--- src/rtl/suprloco_bus_dma_if.sv ---
`default_nettype none
// +----------------------------------------------------------------------+
// | suprloco_bus_dma_if                                                  |
// | Shared Z80 bus handshake, source read port and destination write.    |
// | Revision: 1.0                                                        |
// +----------------------------------------------------------------------+
interface suprloco_bus_dma_if;
   logic        o_BUSRQ_n;
   logic        i_BUSAK_n;
   logic        o_BUS_OE;
   logic [15:0] o_ADDR;
   logic        o_RD_n;
   logic        o_MREQ_n;
   logic [7:0]  i_DI;
   logic [7:0]  o_DST_ADDR;
   logic [7:0]  o_DST_DO;
   logic        o_DST_WE;

   modport master (
      output o_BUSRQ_n, o_BUS_OE, o_ADDR, o_RD_n, o_MREQ_n,
      output o_DST_ADDR, o_DST_DO, o_DST_WE,
      input  i_BUSAK_n, i_DI
   );

   modport slave (
      input  o_BUSRQ_n, o_BUS_OE, o_ADDR, o_RD_n, o_MREQ_n,
      input  o_DST_ADDR, o_DST_DO, o_DST_WE,
      output i_BUSAK_n, i_DI
   );
endinterface
`default_nettype wire

--- src/rtl/suprloco_bus_dma.sv ---
`default_nettype none
// +----------------------------------------------------------------------+
// | suprloco_bus_dma                                                     |
// | Takes the Z80 bus and copies LEN bytes from work RAM to a byte RAM.  |
// | Revision: 1.0                                                        |
// +----------------------------------------------------------------------+
module suprloco_bus_dma #(
   parameter logic [15:0] SRC_BASE = 16'hF800,
   parameter logic [7:0]  DST_BASE = 8'h00,
   parameter int          LEN      = 256
) (
   input  wire logic           i_CLK,
   input  wire logic           i_RST_n,
   input  wire logic           i_CEN,
   input  wire logic           i_TRIG,
   suprloco_bus_dma_if.master  bus,
   output logic                o_BUSY,
   output logic                o_DONE,
   output logic                o_ABORT
);

   localparam logic [8:0] c_LAST = 9'(LEN - 1);

   typedef enum logic [2:0] {
      S_IDLE    = 3'd0,
      S_REQ     = 3'd1,
      S_READ    = 3'd2,
      S_WRITE   = 3'd3,
      S_RELEASE = 3'd4
   } state_t;

   state_t      r_state;
   logic [8:0]  r_cnt;
   logic        r_pend;
   logic        r_busrq_n;
   logic        r_bus_oe;
   logic        r_rd_n;
   logic [7:0]  r_dst_do;
   logic        r_busy;
   logic        r_done;
   logic        r_abort;

   assign bus.o_BUSRQ_n  = r_busrq_n;
   assign bus.o_BUS_OE   = r_bus_oe;
   assign bus.o_ADDR     = SRC_BASE + {7'd0, r_cnt};
   assign bus.o_RD_n     = r_rd_n;
   assign bus.o_MREQ_n   = r_rd_n;
   assign bus.o_DST_ADDR = DST_BASE + r_cnt[7:0];
   assign bus.o_DST_DO   = r_dst_do;
   // A grant lost on the write tick must not produce a stray destination write.
   assign bus.o_DST_WE   = (r_state == S_WRITE) & i_CEN & ~bus.i_BUSAK_n & i_RST_n;
   assign o_BUSY         = r_busy;
   assign o_DONE         = r_done;
   assign o_ABORT        = r_abort;

   always_ff @(posedge i_CLK) begin
      r_done  <= 1'b0;
      r_abort <= 1'b0;
      if (!i_RST_n) begin
         r_state   <= S_IDLE;
         r_cnt     <= '0;
         r_pend    <= 1'b0;
         r_busrq_n <= 1'b1;
         r_bus_oe  <= 1'b0;
         r_rd_n    <= 1'b1;
         r_dst_do  <= '0;
         r_busy    <= 1'b0;
      end else if (i_CEN) begin
         case (r_state)
            S_IDLE: begin
               if (i_TRIG || r_pend) begin
                  r_state   <= S_REQ;
                  r_pend    <= 1'b0;
                  r_busrq_n <= 1'b0;
                  r_busy    <= 1'b1;
               end
            end
            S_REQ: begin
               if (i_TRIG) r_pend <= 1'b1;
               if (!bus.i_BUSAK_n) begin
                  r_state  <= S_READ;
                  r_bus_oe <= 1'b1;
                  r_rd_n   <= 1'b0;
               end
            end
            S_READ, S_WRITE: begin
               if (bus.i_BUSAK_n) begin
                  r_state   <= S_IDLE;
                  r_cnt     <= '0;
                  r_pend    <= 1'b0;
                  r_busrq_n <= 1'b1;
                  r_bus_oe  <= 1'b0;
                  r_rd_n    <= 1'b1;
                  r_busy    <= 1'b0;
                  r_abort   <= 1'b1;
               end else begin
                  if (i_TRIG) r_pend <= 1'b1;
                  if (r_state == S_READ) begin
                     r_dst_do <= bus.i_DI;
                     r_rd_n   <= 1'b1;
                     r_state  <= S_WRITE;
                  end else if (r_cnt == c_LAST) begin
                     r_state   <= S_RELEASE;
                     r_busrq_n <= 1'b1;
                     r_bus_oe  <= 1'b0;
                     r_done    <= 1'b1;
                  end else begin
                     r_cnt   <= r_cnt + 9'd1;
                     r_rd_n  <= 1'b0;
                     r_state <= S_READ;
                  end
               end
            end
            S_RELEASE: begin
               if (i_TRIG) r_pend <= 1'b1;
               if (bus.i_BUSAK_n) begin
                  r_state <= S_IDLE;
                  r_cnt   <= '0;
                  r_busy  <= 1'b0;
               end
            end
            default: r_state <= S_IDLE;
         endcase
      end
   end

endmodule
`default_nettype wire

--- src/flat_wrapper.sv ---
// flat-port wrapper written by rule: the top's interface ports become plain ports
module suprloco_bus_dma_flat 
#(
   parameter logic [15:0] SRC_BASE = 16'hF800,
   parameter logic [7:0]  DST_BASE = 8'h00,
   parameter int          LEN      = 256
)
  (i_CLK, i_RST_n, i_CEN, i_TRIG, o_BUSY, o_DONE, o_ABORT, bus_o_BUSRQ_n, bus_o_BUS_OE, bus_o_ADDR, bus_o_RD_n, bus_o_MREQ_n, bus_o_DST_ADDR, bus_o_DST_DO, bus_o_DST_WE, bus_i_BUSAK_n, bus_i_DI);
  suprloco_bus_dma_if bus_i ();
  input  wire logic i_CLK;
  input  wire logic i_RST_n;
  input  wire logic i_CEN;
  input  wire logic i_TRIG;
  output logic o_BUSY;
  output logic o_DONE;
  output logic o_ABORT;
  output wire logic [$bits(bus_i.o_BUSRQ_n)-1:0] bus_o_BUSRQ_n;
  output wire logic [$bits(bus_i.o_BUS_OE)-1:0] bus_o_BUS_OE;
  output wire logic [$bits(bus_i.o_ADDR)-1:0] bus_o_ADDR;
  output wire logic [$bits(bus_i.o_RD_n)-1:0] bus_o_RD_n;
  output wire logic [$bits(bus_i.o_MREQ_n)-1:0] bus_o_MREQ_n;
  output wire logic [$bits(bus_i.o_DST_ADDR)-1:0] bus_o_DST_ADDR;
  output wire logic [$bits(bus_i.o_DST_DO)-1:0] bus_o_DST_DO;
  output wire logic [$bits(bus_i.o_DST_WE)-1:0] bus_o_DST_WE;
  input wire logic [$bits(bus_i.i_BUSAK_n)-1:0] bus_i_BUSAK_n;
  input wire logic [$bits(bus_i.i_DI)-1:0] bus_i_DI;
  assign bus_o_BUSRQ_n = bus_i.o_BUSRQ_n;
  assign bus_o_BUS_OE = bus_i.o_BUS_OE;
  assign bus_o_ADDR = bus_i.o_ADDR;
  assign bus_o_RD_n = bus_i.o_RD_n;
  assign bus_o_MREQ_n = bus_i.o_MREQ_n;
  assign bus_o_DST_ADDR = bus_i.o_DST_ADDR;
  assign bus_o_DST_DO = bus_i.o_DST_DO;
  assign bus_o_DST_WE = bus_i.o_DST_WE;
  assign bus_i.i_BUSAK_n = bus_i_BUSAK_n;
  assign bus_i.i_DI = bus_i_DI;
  suprloco_bus_dma #(.SRC_BASE(SRC_BASE), .DST_BASE(DST_BASE), .LEN(LEN)) u_core (.i_CLK(i_CLK), .i_RST_n(i_RST_n), .i_CEN(i_CEN), .i_TRIG(i_TRIG), .bus(bus_i), .o_BUSY(o_BUSY), .o_DONE(o_DONE), .o_ABORT(o_ABORT));
endmodule
--- config.mk ---
export PLATFORM = sky130hd
export DESIGN_NAME = suprloco_bus_dma_flat
export DESIGN_NICKNAME = d
export VERILOG_FILES = /design/src/rtl/suprloco_bus_dma_if.sv /design/src/rtl/suprloco_bus_dma.sv /design/src/flat_wrapper.sv
export SDC_FILE = /design/constraint.sdc
export NUM_CORES = 1
export LEC_CHECK = 0
export BUFFER_PORTS_ARGS = -buffer_cell sky130_fd_sc_hd__buf_2
export CORE_ASPECT_RATIO = 0.9
export CORE_MARGIN = 1.5
export CORE_UTILIZATION = 35
export DETAILED_ROUTE_END_ITERATION = 8
export HOLD_SLACK_MARGIN = 0.1
export MAX_ROUTING_LAYER = met4
export PLACE_DENSITY = 0.71
export SYNTH_ARGS = -nofsm -noshare
export SYNTH_HDL_FRONTEND = slang
export SYNTH_SLANG_ARGS = --single-unit
--- constraint.sdc ---
create_clock -name i_CLK -period 4.1 [get_ports i_CLK]
set_input_delay 0.205 -clock i_CLK [delete_from_list [all_inputs] [get_ports i_CLK]]
set_output_delay 0.205 -clock i_CLK [all_outputs]
set_load 0.01 [all_outputs]
* Word level (Yosys, flattened, before mapping)
Cells that the tools add are included.
** Cells by class
- Bitwise operators :: 7
- Equal/unequal tests :: 13
- Muxes and demuxes :: 35
- Add/subtract/negate cells :: 2
- Reduce and logical (&&, ||, !) cells :: 20
** Operators with widths (count)
- two-way mux 9 bit :: 4
- two-way mux 1 bit :: 18
- two-way mux 3 bit :: 6
- case mux 9 bit (2 select lines) :: 1
- AND reduction 4 bit :: 4
- AND reduction 5 bit :: 3
- adder 12 x 10 -> 13 bit (first input constant) :: 1
- case mux 3 bit (4 select lines) :: 1
- adder 9 x 1 -> 9 bit (second input constant) :: 1
- == test 9 x 8 -> 1 bit (second input constant) :: 1
- case mux 1 bit (2 select lines) :: 4
- nonzero test 2 bit :: 4
- == test 3 x 2 -> 1 bit (second input constant) :: 2
- != test 3 bit (second input constant) :: 2
- AND reduction 3 bit :: 2
- OR reduction 5 bit :: 1
- != test 2 x 1 -> 1 bit (second input constant) :: 2
- != test 2 bit (second input constant) :: 2
- != test 4 x 3 -> 1 bit (second input constant) :: 1
- inverter 1 bit :: 4
- OR reduction 2 bit :: 2
- bitwise AND 1 bit :: 3
- == test 3 x 1 -> 1 bit (second input constant) :: 1
- == test 3 bit (second input constant) :: 1
- other kinds (6) :: 6
** Word-level totals
- Flip-flop bits (word level) :: 27
- Input bits :: 13

* Logic depth before layout (Yosys ltp)
Gate-level depths: netlist of the first run.
- Word-level depth :: 5
- Mapped depth :: 8
- Depth with buffers taken out :: 8

* Worst setup path before layout of the first run
No wires, ideal clock.
- Path type :: register -> register
- Start :: reg u_core.r_cnt[2]
- End :: reg u_core.r_cnt[4]
- Stages on the path, launching flop included :: 9
- Required time :: 3978 ps
- Slack :: 2290 ps
- Clock period less this slack :: 1810 ps
- Arrival time :: 1688 ps
- Path buffers :: 0
- Setup time :: 122 ps
- Path through :: dfxtp_1 -> and3_1 -> nand3_1 -> nor2_1 -> ha_1 -> nor2b_1 -> o2111ai_1 -> a21oi_1 -> mux2i_1
** Between the ends
- Longest elaborated chain between the ends :: 5
- Elaborated cells on any way between the ends :: 8
- Those cells by class :: add/sub (1); eq/ne (2); mux (4); reduce/logical (1)
** Ends and longest elaborated chain
- start: declaration :: line suprloco_bus_dma.sv:33 : logic [8:0] r_cnt;
- start signal: assignment :: line suprloco_bus_dma.sv:108 : r_cnt <= r_cnt + 9'd1;
- adder 9 x 1 -> 9 bit :: line suprloco_bus_dma.sv:108
- two-way mux 9 bit :: line suprloco_bus_dma.sv:102 : end else if (r_cnt == c_LAST) begin
- two-way mux 9 bit :: line suprloco_bus_dma.sv:98 : if (r_state == S_READ) begin
- two-way mux 9 bit :: line suprloco_bus_dma.sv:87 : if (bus.i_BUSAK_n) begin
- case mux 9 bit (2 select lines) :: line suprloco_bus_dma.sv:69 : case (r_state)
Several ways; a longest one is shown, not always the timed one. The select of a mux whose other input is x is not followed.
A chain may end at the register's enable or synchronous reset.

* Worst setup path in the final report of the first run
- Start :: reg u_core.r_cnt[2]
- End :: reg u_core.r_cnt[6]
Same word-level chain as after synthesis.

==> results of run 1 <==
[tightest hold or removal path, delay by kind of cell]
kind | cells | cell delay, ps
mux | 1 | 50
simple gates | 1 | 70
buf+inv | 1 | 70
[cells in the mapped netlist, types with 2 or more instances]
cell                       number  share of area
sky130_fd_sc_hd__nand2_1       19          0.048
sky130_fd_sc_hd__nand2b_1       6          0.025
sky130_fd_sc_hd__nor2_1        13          0.033
sky130_fd_sc_hd__nand3_1       11          0.037
sky130_fd_sc_hd__and3_1         4          0.017
sky130_fd_sc_hd__nor2b_1        3          0.013
sky130_fd_sc_hd__o21ai_0        4          0.013
sky130_fd_sc_hd__buf_4         18          0.091
sky130_fd_sc_hd__conb_1         2         0.0051
sky130_fd_sc_hd__ha_1           2          0.017
sky130_fd_sc_hd__and2b_1        2          0.010
sky130_fd_sc_hd__dfxtp_1       27           0.36
sky130_fd_sc_hd__a21o_1         2          0.010
sky130_fd_sc_hd__nor3_1         2         0.0067
sky130_fd_sc_hd__buf_2          5          0.017
sky130_fd_sc_hd__mux2i_1       13          0.088
sky130_fd_sc_hd__a21oi_1       11          0.037
sky130_fd_sc_hd__inv_1          3         0.0076
sky130_fd_sc_hd__and2_1         3          0.013
[state kept, by name, summed over array words and instances, names as in the netlist]
register              cells
u_core.o_ABORT            1
u_core.bus.o_DST_DO       8
u_core.bus.o_MREQ_n       1
u_core.r_cnt              9
u_core.bus.o_BUSRQ_n      1
u_core.r_pend             1
u_core.r_state            3
u_core.o_DONE             1
u_core.bus.o_BUS_OE       1
u_core.o_BUSY             1
[power by group]
group	internal (mW)	switching, mW	total, mW
sequential	0.271	0.0110	0.282
clock	0.0691	0.0865	0.156
combinational	0.0310	0.0469	0.0779
[metal layers]
layer | up-vias | share of wire
met2 | 43 | 0.44
met3 | 2 | 0.065
li1 | 642 | -
met4 | 0 | 0.0058
met5 | - | 0
met1 | 592 | 0.49
[how the worst max path moves through the flow]
stage                                            start                               end  depth (start not counted)
final                     u_core.r_cnt[2]$_SDFFE_PN0P_      u_core.r_cnt[6]$_SDFFE_PN0P_                          8
after global routing      u_core.r_cnt[2]$_SDFFE_PN0P_  u_core.bus.o_BUS_OE$_SDFFE_PN0P_                          8
after CTS                 u_core.r_cnt[2]$_SDFFE_PN0P_      u_core.r_cnt[6]$_SDFFE_PN0P_                          8
after detailed placement  u_core.r_cnt[2]$_SDFFE_PN0P_      u_core.r_cnt[4]$_SDFFE_PN0P_                          8
after global placement    u_core.r_cnt[2]$_SDFFE_PN0P_      u_core.r_cnt[6]$_SDFFE_PN0P_                          8
after floorplan           u_core.r_cnt[2]$_SDFFE_PN0P_      u_core.r_cnt[4]$_SDFFE_PN0P_                          8
[area by class of cell]
type,count,area (um2),share of cell area
Clock buffer,3,41.3,0.0247
Clock inverter,1,7.51,0.00448
Inverter,3,11.3,0.00673
Multi-Input combinational cell,125,788,0.471
Sequential cell,27,541,0.323
Tap cell,48,60.1,0.0359
Timing Repair Buffer,45,225,0.135
[cell families after synthesis]
group	count (synthesis)	synth area share
AO/OA/AOI/OAI	30	0.148
flip-flops	27	0.364
adder cells (fa/ha/maj)	2	0.0168
buffers and inverters	27	0.118
other	2	0.00506
AND/OR/NAND/NOR	72	0.253
multiplexers	14	0.0952
[placed cells by master, fill, tap and decap left out, types with 2 or more instances in the layout]
cell	n
sky130_fd_sc_hd__a21o_1	2
sky130_fd_sc_hd__a21oi_1	11
sky130_fd_sc_hd__and2_1	3
sky130_fd_sc_hd__and2b_1	2
sky130_fd_sc_hd__and3_1	4
sky130_fd_sc_hd__buf_2	45
sky130_fd_sc_hd__clkbuf_8	3
sky130_fd_sc_hd__conb_1	7
sky130_fd_sc_hd__dfxtp_1	27
sky130_fd_sc_hd__ha_1	2
sky130_fd_sc_hd__inv_1	3
sky130_fd_sc_hd__mux2i_1	13
sky130_fd_sc_hd__nand2_1	19
sky130_fd_sc_hd__nand2b_1	6
sky130_fd_sc_hd__nand3_1	11
sky130_fd_sc_hd__nor2_1	13
sky130_fd_sc_hd__nor2b_1	3
sky130_fd_sc_hd__nor3_1	2
sky130_fd_sc_hd__o21ai_0	4
==> impl_summary.md, run 1 <==
Finish
The final layout contains 220 nets. For this run, the number of standard cells in the final layout without fillers is around 250. The filler cells instantiated in the layout total roughly 440. The antenna diode count is 0. The final instance area is 0.00167 mm2. The layout cell share with drive strength beyond 1 is 0.279. Measured on the finished design, the core utilization comes to 0.411.

The synthesis-to-finish area growth is 12.7%.

Global routing
In the global route stage, met2 resource usage came out at 0.220. The met1 track demand over resource is 0.188. The maximum number of pins on one net before global-route repair is 17. The number of antenna violations at the first check in global routing is 0. Summed over all layers, the global routing overflow is 0. The number of global-route vias before repair was ~1100.

The met3 global-route usage is 0.0389. The highest-utilization routing layer at the global route stage is met2. The first global-routing pass estimated 5210 um of wire. For this run, the total global-route usage over all layers was measured as 0.143.

Worst hold path
The worst hold path begins at bus_i_DI[0]. The endpoint of the worst hold-timing path is u_core.bus.o_DST_DO[0]$_SDFFE_PN0P_. The worst hold path passes through 3 cells. The tightest min-delay check is of the in -> reg type.

STA
Setup repair after global routing left no endpoint under its margin. The minimum setup slack in the final design is between 2000 and 2500 ps. Headroom to the max-slew limit came out at 0.504.

The final clock period utilization by the worst path is 0.492. The achievable frequency is 495 MHz. The count of pins over their slew limit is 0. The post-route minimum period is between 2000 and 2500 ps. The number of endpoints failing setup at the final stage is 0.

Between clock sinks in the finished design, the worst skew comes to about 2.4 ps. After routing, the total negative slack on setup checks comes to 0 ps. The measured slew at the worst slew-check pin is 745 ps. The final hold slack is 157 ps. The final-report hold violation count is 0.

Critical path
The largest stage delay on the critical path is roughly 430 ps. The worst register-to-register path begins at u_core.r_cnt[2]$_SDFFE_PN0P_. The maximum fanout encountered on the critical timing path is 7. The kind of start point of the critical path is a register.

The family with the most delay on the worst path is simple AND/OR/NAND/NOR gates. The number of buffers and inverters on the critical path is 0. The worst setup path is of the reg -> reg kind.

In this run the critical register-to-register path is captured at u_core.r_cnt[6]$_SDFFE_PN0P_. STA classifies the critical path endpoint as a register. Measured in cells, the most critical reg-to-reg path has a length of 8.

The cell at the slowest stage of the critical path is sky130_fd_sc_hd__dfxtp_1. The critical path goes through and3_1, nand3_1, nor2_1, ha_1, nor2b_1, o2111ai_1, a21oi_1, mux2i_1. For flop-to-flop paths, the worst setup slack is between 2000 and 2500 ps. The required arrival time at the worst endpoint is roughly 4300 ps. The data arrival time of the worst path is 2190 ps.

Power
The overall power is between 0.5 and 0.6 mW. The power per standard cell area is roughly 300 mW/mm2. The peak supply drop is around 230 uV. In this run the static leakage power is roughly 0.73 nW.

Die
The floorplan has 22 rows. The floorplan step set the die height to 64.8 um. 53 I/O pins were placed.

The die covers 0.00464 mm2. The horizontal extent of the die is approximately 70 um. For this configuration, the core starts out at a cell density of 0.365. The area inside the core boundary is between 0.004 and 0.005 mm2.

Route
The total wire length after detailed routing is 3090 um. In this run, the number of DRC markers left after iteration 0 of detailed routing was between 60 and 70. The routed layout has between 1000 and 1500 vias. The mean number of vias per cell is ~5.1. The number of iterations in the first detailed-routing pass is 6. Once detail routing completed, the nets flagged for antenna violations numbered 0.

The average detailed-routed wire length per instance is between 10 and 15 um. For this run, design rule violations remaining after detail routing come to 6.

CTS
The H-tree depth is 1. Clock-pin slew was measured on the worst setup and hold paths at about 90 ps. The number of hold-repair buffers added at the cts stage is 0.

The number of sinks on the clock net is 27. Counting the buffers created by CTS gives 3. Post-CTS timing repair inserted 0 buffers for setup.

In this run the deepest clock path goes through 2 buffers. The clock insertion delay at the later pin of the skew report is between 200 and 300 ps. TritonCTS built the clock tree. In this run the clock root is driven by a sky130_fd_sc_hd__clkbuf_8. The post-cts resize count is 0.

Placement
The count of buffers added on input and output ports is 45. Prior to clock tree synthesis, the placed netlist has a worst setup slack of approximately 2100 ps. The instance area after placement is between 0.0015 and 0.002 mm2. At the end of routability-driven placement, the weighted congestion stood at ~0.85. The number of cells in the design after placement is around 250. The half-perimeter wire length after placement is around 2300 um.

Run status
The flow ran to the end, but the final reports show violations. The checks that failed: DRC.

Yosys
The average cell area after synthesis is ~8.5 um2. The share of the Yosys chip area taken by registers is 0.364. After synthesis, the netlist uses 43 different library cells. Counting flops with a built-in enable in the synthesized netlist gives 0. The Yosys warning count is 0. The post-synthesis register bit count is 27. For this run, the leading register cell type out of synthesis is sky130_fd_sc_hd__dfxtp_1. The post-synthesis cell area is approximately 0.0015 mm2. Synthesis produced a netlist whose cell count is roughly 170. In the synthesized netlist the async set-or-reset flop fraction comes to 0.

Run
Across the run, the number of max-cap violations was 0.
No activity file was read; power rests on OpenSTA's default activity.
==> run 2, diff against run 1 <==
--- a/config.mk
+++ b/config.mk
@@ -5,6 +5,7 @@
 export SDC_FILE = /design/constraint.sdc
 export NUM_CORES = 1
 export LEC_CHECK = 0
+export ABC_AREA = 1
 export BUFFER_PORTS_ARGS = -buffer_cell sky130_fd_sc_hd__buf_2
 export CORE_ASPECT_RATIO = 0.9
 export CORE_MARGIN = 1.5
@@ -12,7 +13,7 @@
 export DETAILED_ROUTE_END_ITERATION = 8
 export HOLD_SLACK_MARGIN = 0.1
 export MAX_ROUTING_LAYER = met4
-export PLACE_DENSITY = 0.71
+export PLACE_DENSITY = 0.73
 export SYNTH_ARGS = -nofsm -noshare
 export SYNTH_HDL_FRONTEND = slang
 export SYNTH_SLANG_ARGS = --single-unit
==> constraint.sdc (replaced) <==
create_clock -name i_CLK -period 1.7 [get_ports i_CLK]
set_input_delay 0.085 -clock i_CLK [delete_from_list [all_inputs] [get_ports i_CLK]]
set_output_delay 0.085 -clock i_CLK [all_outputs]
set_load 0.01 [all_outputs]
==> run 2 against run 1 <==
Net effect:
- the flow now finishes without violations
- worst setup slack worse by 2100 ps
- critical path depth up 4
- combinational power grew to 3.7 times the previous value
- utilization rose by 7.7 points
- clock skew up 1.2 ps
- synthesized cell count rose by 28%
- via count increased by 22%
- sequential share of layout area decreased by 5.3 points
- global-route usage up 2.8 points
- non-clock buffer count grew 21
- flip-flop and latch count unchanged
- critical path type unchanged
- largest cell class unchanged
==> impl_summary.md, run 2 <==
Run status
The run finished with clean final reports.

Critical path
Data on the critical path arrives at its endpoint at ~1900 ps. The critical path crosses 12 cells after its start point. Walking the worst path, the cells encountered are ha_4, nand2_4, inv_2, nand3_2, nor3_2, ha_2, inv_4, nor2_8, nor2_8, nand2_4, nand2_1, a21oi_2. The number of buffers and inverters on the critical path is 2. The capturing instance or port of the critical path is u_core.r_cnt[0]$_SDFFE_PN0P_.

Along the worst path, the maximum fanout reaches 9. The worst reg2reg path startpoint is u_core.r_cnt[0]$_SDFFE_PN0P_. Among cell families on the critical path, the largest total delay comes from simple AND/OR/NAND/NOR gates.

For the worst setup path, the data required time is approximately 1900 ps. The critical path starts at u_core.r_cnt[0]$_SDFFE_PN0P_. In this run the critical register-to-register path is captured at u_core.r_cnt[0]$_SDFFE_PN0P_. The minimum setup slack among reg-to-reg paths is ~23 ps. The critical path capture point type is a register. The slowest stage of the critical path belongs to the cell sky130_fd_sc_hd__dfxtp_4. The kind of start point of the critical path is a register. The largest single stage delay on the critical path is 370 ps. The worst register-to-register path has a depth of 12. The critical setup path kind is reg -> reg.

Power
The peak supply drop is between 400 and 500 uV. In this run the power density over the cells is 672 mW/mm2. The design draws ~1.4 mW. The analysis attributes to cell leakage a power of around 1.0 nW.

Worst hold path
The hold-critical path depth is 3. The min-delay analysis places its worst path in the category in -> reg.

CTS
TritonCTS built the clock tree. The tree is rooted in a sky130_fd_sc_hd__clkbuf_8. After clock tree synthesis, the clock-pin slew on the worst setup and hold paths is around 100 ps. Buffers inserted during clock tree synthesis total 3.

The clock passes through at most 2 buffers. The H-tree depth is 1. The number of sinks on the clock net is 27. Clock latency on the worst-skew pair, taken at its later pin, is between 200 and 300 ps.

Yosys
The cell type with the largest total area after synthesis is sky130_fd_sc_hd__dfxtp_1. The post-synthesis cell area is roughly 0.0015 mm2. The async set or reset register ratio after synthesis is 0.

The share of synthesized area in the top cell type comes to 0.352. The number of flops mapped to enable cells by yosys is 0. The number of different library cells in the post-synthesis netlist is 26.

The sequential share of the synthesized area is 0.352. By area the synthesized netlist is led by sky130_fd_sc_hd__dfxtp_1 (35%), sky130_fd_sc_hd__nor2_1 (11%), sky130_fd_sc_hd__nand2_1 (10%). The Yosys warning count is 0.

The most used flip-flop cell after synthesis is sky130_fd_sc_hd__dfxtp_1. The average cell area after synthesis is 6.93 um2. The commonest cells after synthesis are sky130_fd_sc_hd__nor2_1 (44), sky130_fd_sc_hd__nand2_1 (42), sky130_fd_sc_hd__dfxtp_1 (27). The most used standard cell by instance count after synthesis is sky130_fd_sc_hd__nor2_1. The post-synthesis register bit count is 27. The synthesized instance count is 222.

Placement
The wire-length estimate of the detail-placed layout is between 2000 and 3000 um. The congestion estimate from routability-driven global placement came to between 0.8 and 0.9. The number of cells in the design after placement is 325. In this run the tool buffered the top-level ports with 45 buffer cells.

Finish
The number of flip-flops under the largest register name is 9. At the end of the flow, the number of nets in the layout was a little under 300. The count of filler cells inserted in the layout is between 400 and 500.

The core utilization of the finished layout is 0.488. The count of cells in the finished layout, fillers not included, comes to 340. The layout cell share with drive strength beyond 1 is 0.346.

The synthesis-to-finish area growth is 32.0%. Leaving out fill and tap cells, the most frequent cell in the layout is sky130_fd_sc_hd__buf_2. The register name with the most flops is u_core.r_cnt.

The repair_antennas step left the layout with diodes totalling 0. The library cells used most frequently in the layout, excluding fill and tap cells, are sky130_fd_sc_hd__buf_2 (45), sky130_fd_sc_hd__nor2_1 (44), sky130_fd_sc_hd__nand2_1 (40).

Route
For this block, the via count after detailed routing is 1565. The first detailed-routing pass took 4 iterations. The count of nets left with antenna violations once routing finished came out at 0.

The mean number of vias per cell is 4.60. In the final routed layout, each cell accounts on average for 11.4 um. In this run, the number of DRC markers left after iteration 0 of detailed routing was 82. The residual DRC count is 0. Wires add up to about 3900 um.

STA
The count of pins over their slew limit is 0. The final hold slack is 153 ps. The relative slew slack is 0.656. For the finished layout, the period the worst path requires is about 1700 ps. Derived from the worst setup path, the maximum achievable clock frequency is approximately 600 MHz.

The final clock period utilization by the worst path is 0.986. Setup violations remaining at the end of the flow were counted as 0. Between clock sinks in the finished design, the worst skew comes to 3.53 ps.

The measured slew at the worst slew-check pin is between 500 and 600 ps. Setup repair after global routing could not meet its margin everywhere. The final-report hold violation count is 0.

Die
The height of the die is 65.9 um. The initial cell density of the core is 0.370. During I/O placement, the number of pins put on the boundary was 53. The floorplan step set the die width to approximately 73 um.

The die covers around 0.0048 mm2. The number of placement rows is 22. The area inside the core boundary is 0.00416 mm2.

Global routing
The global-route congestion overflow total is 0. In the global route stage, overall resource usage came out at 0.172. The first-pass GRT wire length is ~6200 um.

The number of global-route vias before repair is approximately 1300. The number of antenna violations at the first check in global routing was 0. The maximum number of pins on one net before global-route repair is 18.

Run
The reported max-cap violation count is 0.
==> run 2: worst min path at each step <==
stage	from	end	slack, ps
2_1_floorplan	bus_i_DI[0]	u_core.bus.o_DST_DO[0]$_SDFFE_PN0P_	220
5_1_grt	bus_i_BUSAK_n	u_core.r_cnt[7]$_SDFFE_PN0P_	150
3_5_place_dp	bus_i_DI[5]	u_core.bus.o_DST_DO[5]$_SDFFE_PN0P_	310
4_1_cts	bus_i_BUSAK_n	u_core.r_cnt[7]$_SDFFE_PN0P_	140
3_3_place_gp	bus_i_DI[2]	u_core.bus.o_DST_DO[2]$_SDFFE_PN0P_	310
6_report	i_CEN	u_core.o_ABORT$_SDFF_PN0_	150
==> run 2: power by group <==
| part | switching (mW) | total (mW) | internal, mW |
|---|---|---|---|
| Clock | 0.221 | 0.393 | 0.172 |
| Sequential | 0.0264 | 0.686 | 0.659 |
| Combinational | 0.181 | 0.286 | 0.105 |
==> run 2: area by class of cell <==
class / instances / area [um2] / share of cell area
Sequential cell: 27 / 548 / 0.270
Timing Repair Buffer: 66 / 403 / 0.199
Clock buffer: 3 / 41.3 / 0.0203
Multi-Input combinational cell: 158 / 857 / 0.422
Clock inverter: 1 / 8.76 / 0.00432
Inverter: 25 / 96.3 / 0.0475
Tap cell: 60 / 75.1 / 0.0370
==> run 2: what timing repair did <==
action / 4_1_cts / 5_1_grt
hold buffers: 8 / 0
gates resized for setup: 5 / 6
endpoints found under the hold margin: 8 / 0
setup endpoints to repair: 10 / 13
setup buffers: 1 / 2
pin swaps: 5 / 10
==> run 2: logic make-up after synthesis <==
kind of cell	count (synthesis)	synth area share
compound gates	26	0.0936
flops	27	0.352
simple gates	123	0.392
other cells	2	0.00488
buf+inv	42	0.142
fa+ha+maj	2	0.0163
==> run 2: per-layer routing <==
layer	vias to the layer above	wire [um]	global-route usage
li1	798	-	-
met1	709	1800	0.231
met2	56	1800	0.275
met3	2	254	0.0381
met4	0	6	0.0142
met5	-	0	-
==> run 2: tightest hold or removal path, delay by kind of cell <==
kind | cells | cell delay (ps)
AND/OR/NAND/NOR | 2 | 150
buffers and inverters | 1 | 150
==> run 2: per-stage QoR <==
step	worst slack [ps]	area, um2	TNS [ps]
2_1_floorplan	6.29	1590	0
3_3_place_gp	8.93	1840	0
3_5_place_dp	-63.0	1840	-252
4_1_cts	6.44	1990	0
5_1_grt	-84.1	2030	-521
6_report	23.3	2030	0
==> run 3, diff against run 2 <==
--- a/config.mk
+++ b/config.mk
@@ -5,15 +5,15 @@
 export SDC_FILE = /design/constraint.sdc
 export NUM_CORES = 1
 export LEC_CHECK = 0
-export ABC_AREA = 1
+export ABC_AREA = 0
 export BUFFER_PORTS_ARGS = -buffer_cell sky130_fd_sc_hd__buf_2
 export CORE_ASPECT_RATIO = 0.9
 export CORE_MARGIN = 1.5
-export CORE_UTILIZATION = 35
+export CORE_UTILIZATION = 44
 export DETAILED_ROUTE_END_ITERATION = 8
 export HOLD_SLACK_MARGIN = 0.1
 export MAX_ROUTING_LAYER = met4
-export PLACE_DENSITY = 0.73
+export PLACE_DENSITY = 0.86
 export SYNTH_ARGS = -nofsm -noshare
 export SYNTH_HDL_FRONTEND = slang
 export SYNTH_SLANG_ARGS = --single-unit
==> run 3 against run 2 <==
Net effect:
- register-to-register slack improved by 40 ps
- sequential share of layout area rose by 1.0 points
- fmax rose by 2.6%
- clock power fell by 3%
- combinational power fell by 14%
- critical endpoint is now u_core.r_cnt[7]$_SDFFE_PN0P_
==> impl_summary.md, run 3 (synthesized netlist as in run 1, its figures left out) <==
Run status
The flow ran to the end, and the final reports show no timing, DRC or antenna violations.

Die
The initial cell density of the core is 0.473. The die is 58.1 um tall. The die is between 60 and 70 um wide.

The top-level I/O count is 53. The die covers about 0.0037 mm2. The floorplan has 19 rows. The area inside the core boundary is approximately 0.0031 mm2.

Route
After detailed routing, the average wire length per cell comes to roughly 13 um. The detail route stage leaves a number of antenna-violating nets equal to 0. The via count of the routed design is ~1400. Wires add up to around 3500 um. After detailed routing, the number of remaining DRC violations is 0. The number of iterations in the first detailed-routing pass is 4.

The mean number of vias per cell is ~5. After the first detailed-routing iteration, the DRC count stood at 46.

Finish
In the final layout, the share of cells above drive strength 1 is 0.389. For this run, the number of standard cells in the final layout without fillers is around 270. The synthesis-to-finish area growth is 32.7%. The number of flip-flops under the largest register name is 9.

Leaving out fill and tap cells, the most frequent cells in the layout are sky130_fd_sc_hd__buf_2 (45), sky130_fd_sc_hd__dfxtp_1 (22), sky130_fd_sc_hd__nand2_1 (19). At the end of the flow, the number of nets in the layout was between 200 and 250. The library cell used most frequently in the layout, excluding fill and tap cells, is sky130_fd_sc_hd__buf_2. Counting flops per register, the top entry is u_core.r_cnt. Summing all flip-flop and latch instances after layout gives about 550 um2. The antenna diode count is 0.

Counting the fill cells in the layout gives about 260. The combined area of the multi-input logic cells is about 870 um2.

CTS
Clock-pin slew was measured on the worst setup and hold paths at around 100 ps. The clock insertion delay at the later pin of the skew report is 280 ps. The number of sinks on the clock net is 27. The H-tree depth is 1. The number of buffers inserted during clock tree synthesis is 3. The clock root buffer master is sky130_fd_sc_hd__clkbuf_8.

TritonCTS built the clock tree. The number of buffers on the longest clock path is 2.

Global routing
Entering global routing, the biggest net connects 17 pins. Across every metal layer, demand over resource in global routing totals 0.189. The first-pass GRT wire length is 5460 um. The number of global-route vias before repair is about 1200. The number of antenna violations at the first check in global routing is 0. After global routing the overflow that remains totals 0.

Power
Of the total power, the share spent switching nets is 0.285. The internal power is about 0.93 mW. VDD sags by at most roughly 420 uV. The share of total power in sequential cells is 0.517. The part of the total power dissipated in the clock network is 0.293.

Summing internal, switching and leakage power gives roughly 1.3 mW. The static power due to leakage is 0.859 nW. The power spent charging and discharging nets is about 0.37 mW. The power per standard cell area is between 600 and 700 mW/mm2. The share of total power in combinational logic is 0.190.

STA
Setup slack on the critical path of the routed design comes to 66.0 ps. Setup total negative slack on the finished layout was measured at 0 ps. The number of endpoints failing setup at the final stage is 0.

The final-report hold violation count is 0. The final clock period utilization by the worst path is 0.961. Setup repair after global routing could not meet its margin everywhere.

The smallest clock period supported by the final layout is computed as about 1600 ps. The count of pins over their slew limit came to 0. The largest clock skew in the final design is ~2.8 ps. Static timing analysis puts the maximum clock frequency at between 600 and 700 MHz.

Critical path
The worst setup path is captured at a register. For the worst setup path, the data arrival time is between 1500 and 2000 ps. The number of buffers and inverters on the critical path is 0. The kind of start point of the critical path is a register.

At the worst endpoint, the required time is 1910 ps. For this run, the slowest stage of the critical path takes between 300 and 400 ps. Traced cell by cell, the critical path runs through ha_2, nand2_1, nor2_2, ha_4, nor2b_4, o211ai_4, a211oi_2, mux2i_1. The maximum fanout encountered on the critical timing path is 7.

On the critical path, the stage with the largest delay is an instance of sky130_fd_sc_hd__dfxtp_2. The family with the most delay on the worst path is adder cells. The worst setup path is of the reg -> reg kind.

Placement
The number of cells in the design after placement is 257. The quantity of I/O buffers inserted on ports is between 40 and 50. Prior to clock tree synthesis, the placed netlist has a worst setup slack of -86.7 ps. Routability-driven placement finished with a final weighted congestion of between 0.8 and 0.9. The wire-length estimate of the detail-placed layout is 2360 um.

Run
Across the run, the number of max-cap violations was 0.

Worst hold path
The type of the worst min-delay path is in -> reg.
## run 3: changes by cell type in the layout (fill, tap and decap cells not counted), moves of 10 or more
cell	delta
sky130_fd_sc_hd__nor2_1	-32
sky130_fd_sc_hd__nand2_1	-21
sky130_fd_sc_hd__inv_1	-16
sky130_fd_sc_hd__mux2i_1	+13
sky130_fd_sc_hd__o21ai_0	-10
## run 3: final cells by class
cell class                      count  area share
Multi-Input combinational cell    125       0.443
Sequential cell                    27       0.280
Timing Repair Buffer               70       0.221
Tap cell                           42      0.0267
Clock buffer                        3      0.0210
Inverter                            3     0.00571
Clock inverter                      1     0.00317
## run 3: worst paths after layout
check / from / to / slack (ps) / cells past startpoint
max: u_core.r_cnt[0]$_SDFFE_PN0P_ / u_core.r_cnt[7]$_SDFFE_PN0P_ / 70 / 8
max reg2reg: u_core.r_cnt[0]$_SDFFE_PN0P_ / u_core.r_cnt[7]$_SDFFE_PN0P_ / 70 / 8
min reg2reg: u_core.o_BUSY$_SDFFE_PN0P_ / u_core.o_BUSY$_SDFFE_PN0P_ / 480 / 1
min: i_TRIG / u_core.r_pend$_SDFFE_PN0P_ / 150 / 3
## run 3: through the flow
stage | instance area, um2 | util | hold WS (ps)
2_1_floorplan | 1530 | - | 157
3_3_place_gp | 1760 | 0.560 | 325
3_5_place_dp | 1760 | 0.560 | 336
5_1_grt | 1970 | 0.628 | 166
6_report | 1970 | 0.628 | 146
4_1_cts | 1920 | 0.611 | 148
## run 3: power groups by stage
stage               Clock [mW]  Combinational, mW  Sequential [mW]
global route             0.422              0.269            0.676
detailed placement           0              0.213            0.686
global placement             0              0.208            0.686
CTS                      0.391              0.237            0.672
finish                   0.382              0.247            0.672
floorplan                    0              0.157            0.686
## run 3: repair_timing
action | 4_1_cts | 5_1_grt
hold buffers | 9 | 0
pin swaps | 3 | 4
endpoints found under the setup margin | 8 | 21
buffers inserted | 1 | 0
endpoints found under the hold margin | 10 | 0
resized for setup | 3 | 11
cloned | 0 | 0
## run 3: worst register-to-register path: cells and delay by family, from the launching register on
| family | cells | cell delay, ps |
|---|---|---|
| multiplexers | 1 | 200 |
| flip-flops | 1 | 330 |
| adder cells (fa/ha/maj) | 2 | 360 |
| AO/OA/AOI/OAI | 2 | 360 |
| AND/OR/NAND/NOR | 3 | 300 |
## run 3: routing by layer
layer | up-vias | global-route usage | share of wire
met2 | 55 | 0.310 | 0.48
li1 | 697 | - | -
met4 | 0 | 0.0456 | 0.0072
met1 | 604 | 0.244 | 0.45
met5 | - | - | 0
met3 | 5 | 0.0369 | 0.059
